## src/rtl/pa_pkg.sv

```systemverilog
// pa_pkg -- shared types and constants for the two-entry pipeline skid register.
//   skid_state_t : occupancy state (EMPTY / ONE / FULL), encoding equals entry count
//   SKID_DEPTH   : number of entries the block can hold
//   CNT_W        : width of the occupancy count output
package pa_pkg;

  localparam int SKID_DEPTH = 2;
  localparam int CNT_W      = $clog2(SKID_DEPTH + 1);

  typedef enum logic [1:0] {
    EMPTY = 2'd0,
    ONE   = 2'd1,
    FULL  = 2'd2
  } skid_state_t;

endpackage

```

## src/rtl/pipe_skid_ctrl.sv

```systemverilog
// pipe_skid_ctrl -- occupancy state machine for pipe_skid_reg.
//   clk, reset      : clock, asynchronous active-low reset
//   in_valid        : producer offers data
//   out_ready       : consumer takes data
//   flush           : synchronous discard of all held entries
//   in_ready        : block can accept (decoded from state flops only)
//   out_valid       : main register holds a valid entry
//   count           : number of held entries (0..2)
//   main_load       : load the main register this cycle
//   main_sel_skid   : main register loads from skid (1) or in_data (0)
//   skid_load       : load the skid register from in_data this cycle
module pipe_skid_ctrl
  import pa_pkg::*;
(
  input  logic             clk,
  input  logic             reset,
  input  logic             in_valid,
  input  logic             out_ready,
  input  logic             flush,
  output logic             in_ready,
  output logic             out_valid,
  output logic [CNT_W-1:0] count,
  output logic             main_load,
  output logic             main_sel_skid,
  output logic             skid_load
);

  skid_state_t state_q, state_d;
  logic        push, pop;

  // NOTE: sequential state uses non-blocking assignments so every flop
  // samples pre-edge values regardless of process evaluation order.
  always_ff @(posedge clk or negedge reset) begin
    if (!reset) state_q <= EMPTY;
    else        state_q <= state_d;
  end

  assign push = in_valid & in_ready;
  assign pop  = out_valid & out_ready;

  // Next-state logic; flush overrides any push or pop in the same cycle.
  always_comb begin
    // NOTE: every always_comb output gets a default first so no path
    // through the case can leave it unassigned and infer a latch.
    state_d = state_q;
    if (flush) begin
      state_d = EMPTY;
    end else begin
      unique case (state_q)
        EMPTY:   if (push) state_d = ONE;
        ONE: begin
          if (push && !pop)      state_d = FULL;
          else if (!push && pop) state_d = EMPTY;
        end
        FULL:    if (pop) state_d = ONE;
        default: state_d = EMPTY;
      endcase
    end
  end

  // Outputs and data-path load enables. Data registers keep their contents
  // on flush, so no load is issued in a flush cycle.
  always_comb begin
    in_ready      = 1'b1;
    out_valid     = 1'b0;
    count         = '0;
    main_load     = 1'b0;
    main_sel_skid = 1'b0;
    skid_load     = 1'b0;
    unique case (state_q)
      EMPTY: begin
        main_load = push & ~flush;
      end
      ONE: begin
        out_valid = 1'b1;
        count     = CNT_W'(1);
        // Simultaneous push and pop refreshes main directly from in_data.
        main_load = push & pop & ~flush;
        skid_load = push & ~pop & ~flush;
      end
      FULL: begin
        in_ready      = 1'b0;
        out_valid     = 1'b1;
        count         = CNT_W'(2);
        main_load     = pop & ~flush;
        main_sel_skid = 1'b1;
      end
      default: ;
    endcase
  end

endmodule

```

## src/rtl/pipe_skid_reg.sv

```systemverilog
// pipe_skid_reg -- two-entry valid/ready pipeline register with skid buffer.
// in_ready depends only on flops, breaking the combinational ready path.
//   LENGTH    : data width
//   clk, reset: clock, asynchronous active-low reset
//   in_valid/in_data/in_ready    : producer handshake
//   out_valid/out_data/out_ready : consumer handshake (out_data = main register)
//   flush     : discard all held entries (data registers keep values)
//   count     : number of held entries (0..2)
module pipe_skid_reg
  import pa_pkg::*;
#(
  parameter int LENGTH = 1
) (
  input  logic              clk,
  input  logic              reset,
  input  logic              in_valid,
  input  logic [LENGTH-1:0] in_data,
  output logic              in_ready,
  output logic              out_valid,
  output logic [LENGTH-1:0] out_data,
  input  logic              out_ready,
  input  logic              flush,
  output logic [CNT_W-1:0]  count
);

  logic              main_load, main_sel_skid, skid_load;
  logic [LENGTH-1:0] main_q, main_d;
  logic [LENGTH-1:0] skid_q, skid_d;

  pipe_skid_ctrl u_ctrl (
    .clk           (clk),
    .reset         (reset),
    .in_valid      (in_valid),
    .out_ready     (out_ready),
    .flush         (flush),
    .in_ready      (in_ready),
    .out_valid     (out_valid),
    .count         (count),
    .main_load     (main_load),
    .main_sel_skid (main_sel_skid),
    .skid_load     (skid_load)
  );

  always_comb begin
    main_d = main_q;
    skid_d = skid_q;
    if (main_load) main_d = main_sel_skid ? skid_q : in_data;
    if (skid_load) skid_d = in_data;
  end

  // NOTE: the data registers are reset on purpose so out_data reads 0
  // after reset; they are two plain registers, not a memory array.
  always_ff @(posedge clk or negedge reset) begin
    if (!reset) begin
      main_q <= '0;
      skid_q <= '0;
    end else begin
      main_q <= main_d;
      skid_q <= skid_d;
    end
  end

  assign out_data = main_q;

endmodule

```

## config.mk

```make
export PLATFORM = sky130hd
export DESIGN_NAME = pipe_skid_reg
export DESIGN_NICKNAME = d
export VERILOG_FILES = /design/src/rtl/pa_pkg.sv /design/src/rtl/pipe_skid_ctrl.sv /design/src/rtl/pipe_skid_reg.sv
export SDC_FILE = /design/constraint.sdc
export NUM_CORES = 1
export LEC_CHECK = 0
export CAP_MARGIN = 25
export CORE_AREA = 2 2 39 41
export CTS_BUF_LIST = sky130_fd_sc_hd__clkbuf_2 sky130_fd_sc_hd__clkbuf_4 sky130_fd_sc_hd__clkbuf_8
export DETAILED_ROUTE_END_ITERATION = 16
export DIE_AREA = 0 0 41 43
export SKIP_LAST_GASP = 1
export SLEW_MARGIN = 20
export SYNTH_ARGS = -nofsm -noshare
export SYNTH_HDL_FRONTEND = slang
export SYNTH_SLANG_ARGS = --single-unit
```

## constraint.sdc

```tcl
create_clock -name clk -period 3.4 [get_ports clk]
set_input_delay 0.34 -clock clk [delete_from_list [all_inputs] [get_ports clk]]
set_output_delay 0.34 -clock clk [all_outputs]
set_load 0.01 [all_outputs]
```

==> impl_metrics.ini <==
[outcome]
status = finished clean

[power]
pwr-share-clk_pct = 22.1
switching_power_mw = 0.0818
p_int_mw = 0.172
swShare_pct = 32.2
p_comb_share_pct = 48.9
total_power_mw = 0.254
leakage_nw = 0.228
ir_worst_vdd_mv = 0.194
seqPwrFrac_pct = 29.0
power_density_nw_per_um2 = 496

[logic_synthesis]
synth_largest_area_cell = dfrtp_1
synth.distinct_cells = 21
synthesis.instances = 36
synth-seq-area-share_pct = 27.1
syn-num-nets = 49
synth_seq_cells = 4
yosysWarnings = 0
synth.avg_cell_area_um2 = 10.3
post-synth-top-area-fraction_pct = 27.1
synth_area_leaders = dfrtp_1 (27%), ha_1 (24%), mux2_2 (6.1%), inv_1 (4.1%), o221ai_2 (4.1%)
syn_area_um2 = 369

[floorplan]
ioPinCount = 11
dieWidth_um = 41
dieArea_um2 = 1760
core_area_um2 = 1380
initial_core_util_pct = 26.7
die_y_um = 43
row_count = 14

[final_layout]
area_delta_synth_final_pct = 38.6
seqCellArea_um2 = 100
multi_input_area_um2 = 250
fillCellCount = 147
layout_commonest_cell = clkdlybuf4s50_1
drive_gt1_share_pct = 18.4
layout_common_cells = clkdlybuf4s50_1 (10), ha_1 (7), inv_1 (4), dfrtp_1 (4), clkbuf_4 (3)
n_antenna_cell = 0
fin_nets = 64

[grt]
first_global_vias = 272
grtUsageTotal_pct = 8.89
antenna_found_initial = 0
grt_start_max_net_pins = 9
grt_pass1_wl_mm = 1.00
grt_overflow = 0

[cts]
cts_resized = 0
clk_pin_slew_ps = 30
postCtsHoldBufs = 0
clock_sinks = 4
tritoncts = done
clk-insertion-delay-late_ps = 230
cts_made_buffers = 3
cts_max_level = 1
cts_buffer_depth = 2
clockRootBuffer = clkbuf_4
cts_setup_buffers = 0

[worst_setup_path]
cpLargestDelayFamily = adder cells
worstPathMaxFanout = 5
worstPathArrival_ps = 2150
critPathSlowestCell = dfrtp_1
critPathKind = flip-flop to flip-flop
reg2reg_slack_ps = 1360
critPathCaptureType = flip-flop
worst_ep_required_time_ps = 3510
cp_slowest_stage_delay_ps = 400
crit_path_start_kind = flip-flop
crit_chain = inv_1 > ha_1 > nand2_1 > inv_1 > ha_1 > a21bo_2 > o221ai_2 > mux2_1
reg2reg_depth = 8
worstReg2RegEnd = out_data$_DFFE_PN0P_
path_buf_inv = 2
reg2reg_from = u_ctrl.state_q[0]$_DFFE_PN0P_

[sta]
max_freq_mhz = 489
finClkSkew_ps = 0.0955
hold_violations = 0
setup_viol = 0
tns_ps = 0
relSlewSlack_pct = 80.5
finalMaxSlewViolations = 0
worstMarginPinSlew_ps = 292
period_minus_slack_ps = 2040
rsz0062_at_grt = no
finalCritPeriodShare_pct = 60.1

[drt]
first_pass_iters = 4
drt-total-wl_um = 644
wire_per_inst_um = 9.91
postRouteAntennaNets = 0
drt-initial-drc-count = 7
num_vias = 301
drc = 0
avgViaCountPerCell = 4.63

[placement]
port_buffers = 10
routabilityCongestion = 0.647
dpl.hpwl_um = 552

[flow_run]
drv_cap = 0

[min_path]
hold_path.class = primary input to async pin
[metrics by stage]
stage	utilization, %	hold WS (ps)	setup slack, ps	std cells	cell area [µm²]
6_report	37.0	310	1360	65	512
5_1_grt	37.0	310	1230	65	512
4_1_cts	37.0	305	1330	65	512
3_5_place_dp	35.4	484	1350	62	489
3_3_place_gp	35.4	484	1350	62	489
2_1_floorplan	-	44.4	1450	36	369
[synthesized netlist by cell type (all sizes together)]
master	number
a21bo	1
nor3	1
and2	1
a22oi	1
nand2b	1
a211o	1
nand2	2
ha	7
o2bb2ai	1
o221ai	1
a21oi	2
a21boi	1
nand3b	1
dfrtp	4
inv	5
nor2	1
mux2	3
a222oi	1
o21a	1
[area by class of cell]
| cell class | instances | area share, % |
|---|---|---|
| multi-input cells | 27 | 48.9 |
| clock buffers | 3 | 4.40 |
| inverters | 5 | 3.67 |
| repair buffers | 10 | 19.6 |
| flip-flops and latches | 4 | 19.6 |
| well taps | 16 | 3.91 |
[worst max-delay path by stage]
stage,to,cells past startpoint,startpoint
6_report,out_data$_DFFE_PN0P_,8,u_ctrl.state_q[0]$_DFFE_PN0P_
5_1_grt,out_data$_DFFE_PN0P_,8,u_ctrl.state_q[0]$_DFFE_PN0P_
4_1_cts,out_data$_DFFE_PN0P_,8,u_ctrl.state_q[0]$_DFFE_PN0P_
3_5_place_dp,out_data$_DFFE_PN0P_,8,u_ctrl.state_q[0]$_DFFE_PN0P_
3_3_place_gp,out_data$_DFFE_PN0P_,8,u_ctrl.state_q[0]$_DFFE_PN0P_
2_1_floorplan,out_data$_DFFE_PN0P_,8,u_ctrl.state_q[0]$_DFFE_PN0P_
[worst register-to-register path: cells and delay by family (launching register included)]
kind / cells / cell delay, ps
adders and majority gates: 2 / 550
DFF: 1 / 400
muxes: 1 / 340
AOI/OAI and AO/OA: 2 / 320
and+or+nand+nor: 1 / 170
buffers and inverters: 2 / 140
[power by group through the flow]
stage               combinational (mW)  clock, mW  sequential (mW)
floorplan                       0.0743          0           0.0763
global placement                 0.125          0           0.0743
detailed placement               0.126          0           0.0748
CTS                              0.127     0.0592           0.0741
global route                     0.137     0.0639           0.0768
finish                           0.124     0.0561           0.0737
[registers in the layout, indices dropped and copies added, names as in the netlist]
name and cells:
skid_q 1, out_data 1, u_ctrl.state_q 2
[cell families after synthesis]
family	synth area share, %
compound gates	23.1
fa+ha+maj	23.7
simple gates	11.9
buf+inv	5.08
flops	27.1
mux	9.15
[layer usage]
layer / up-vias / wire length (µm) / share of wire, % / GRT usage (%)
li1: 155 / - / - / -
met1: 138 / 290 / 45 / 9.84
met2: 8 / 313 / 49 / 12.5
met3: 0 / 40 / 6.2 / 3.14
met4: 0 / 0 / 0 / 8.00
met5: - / 0 / 0 / 0
(Power assumes the default switching activity.)
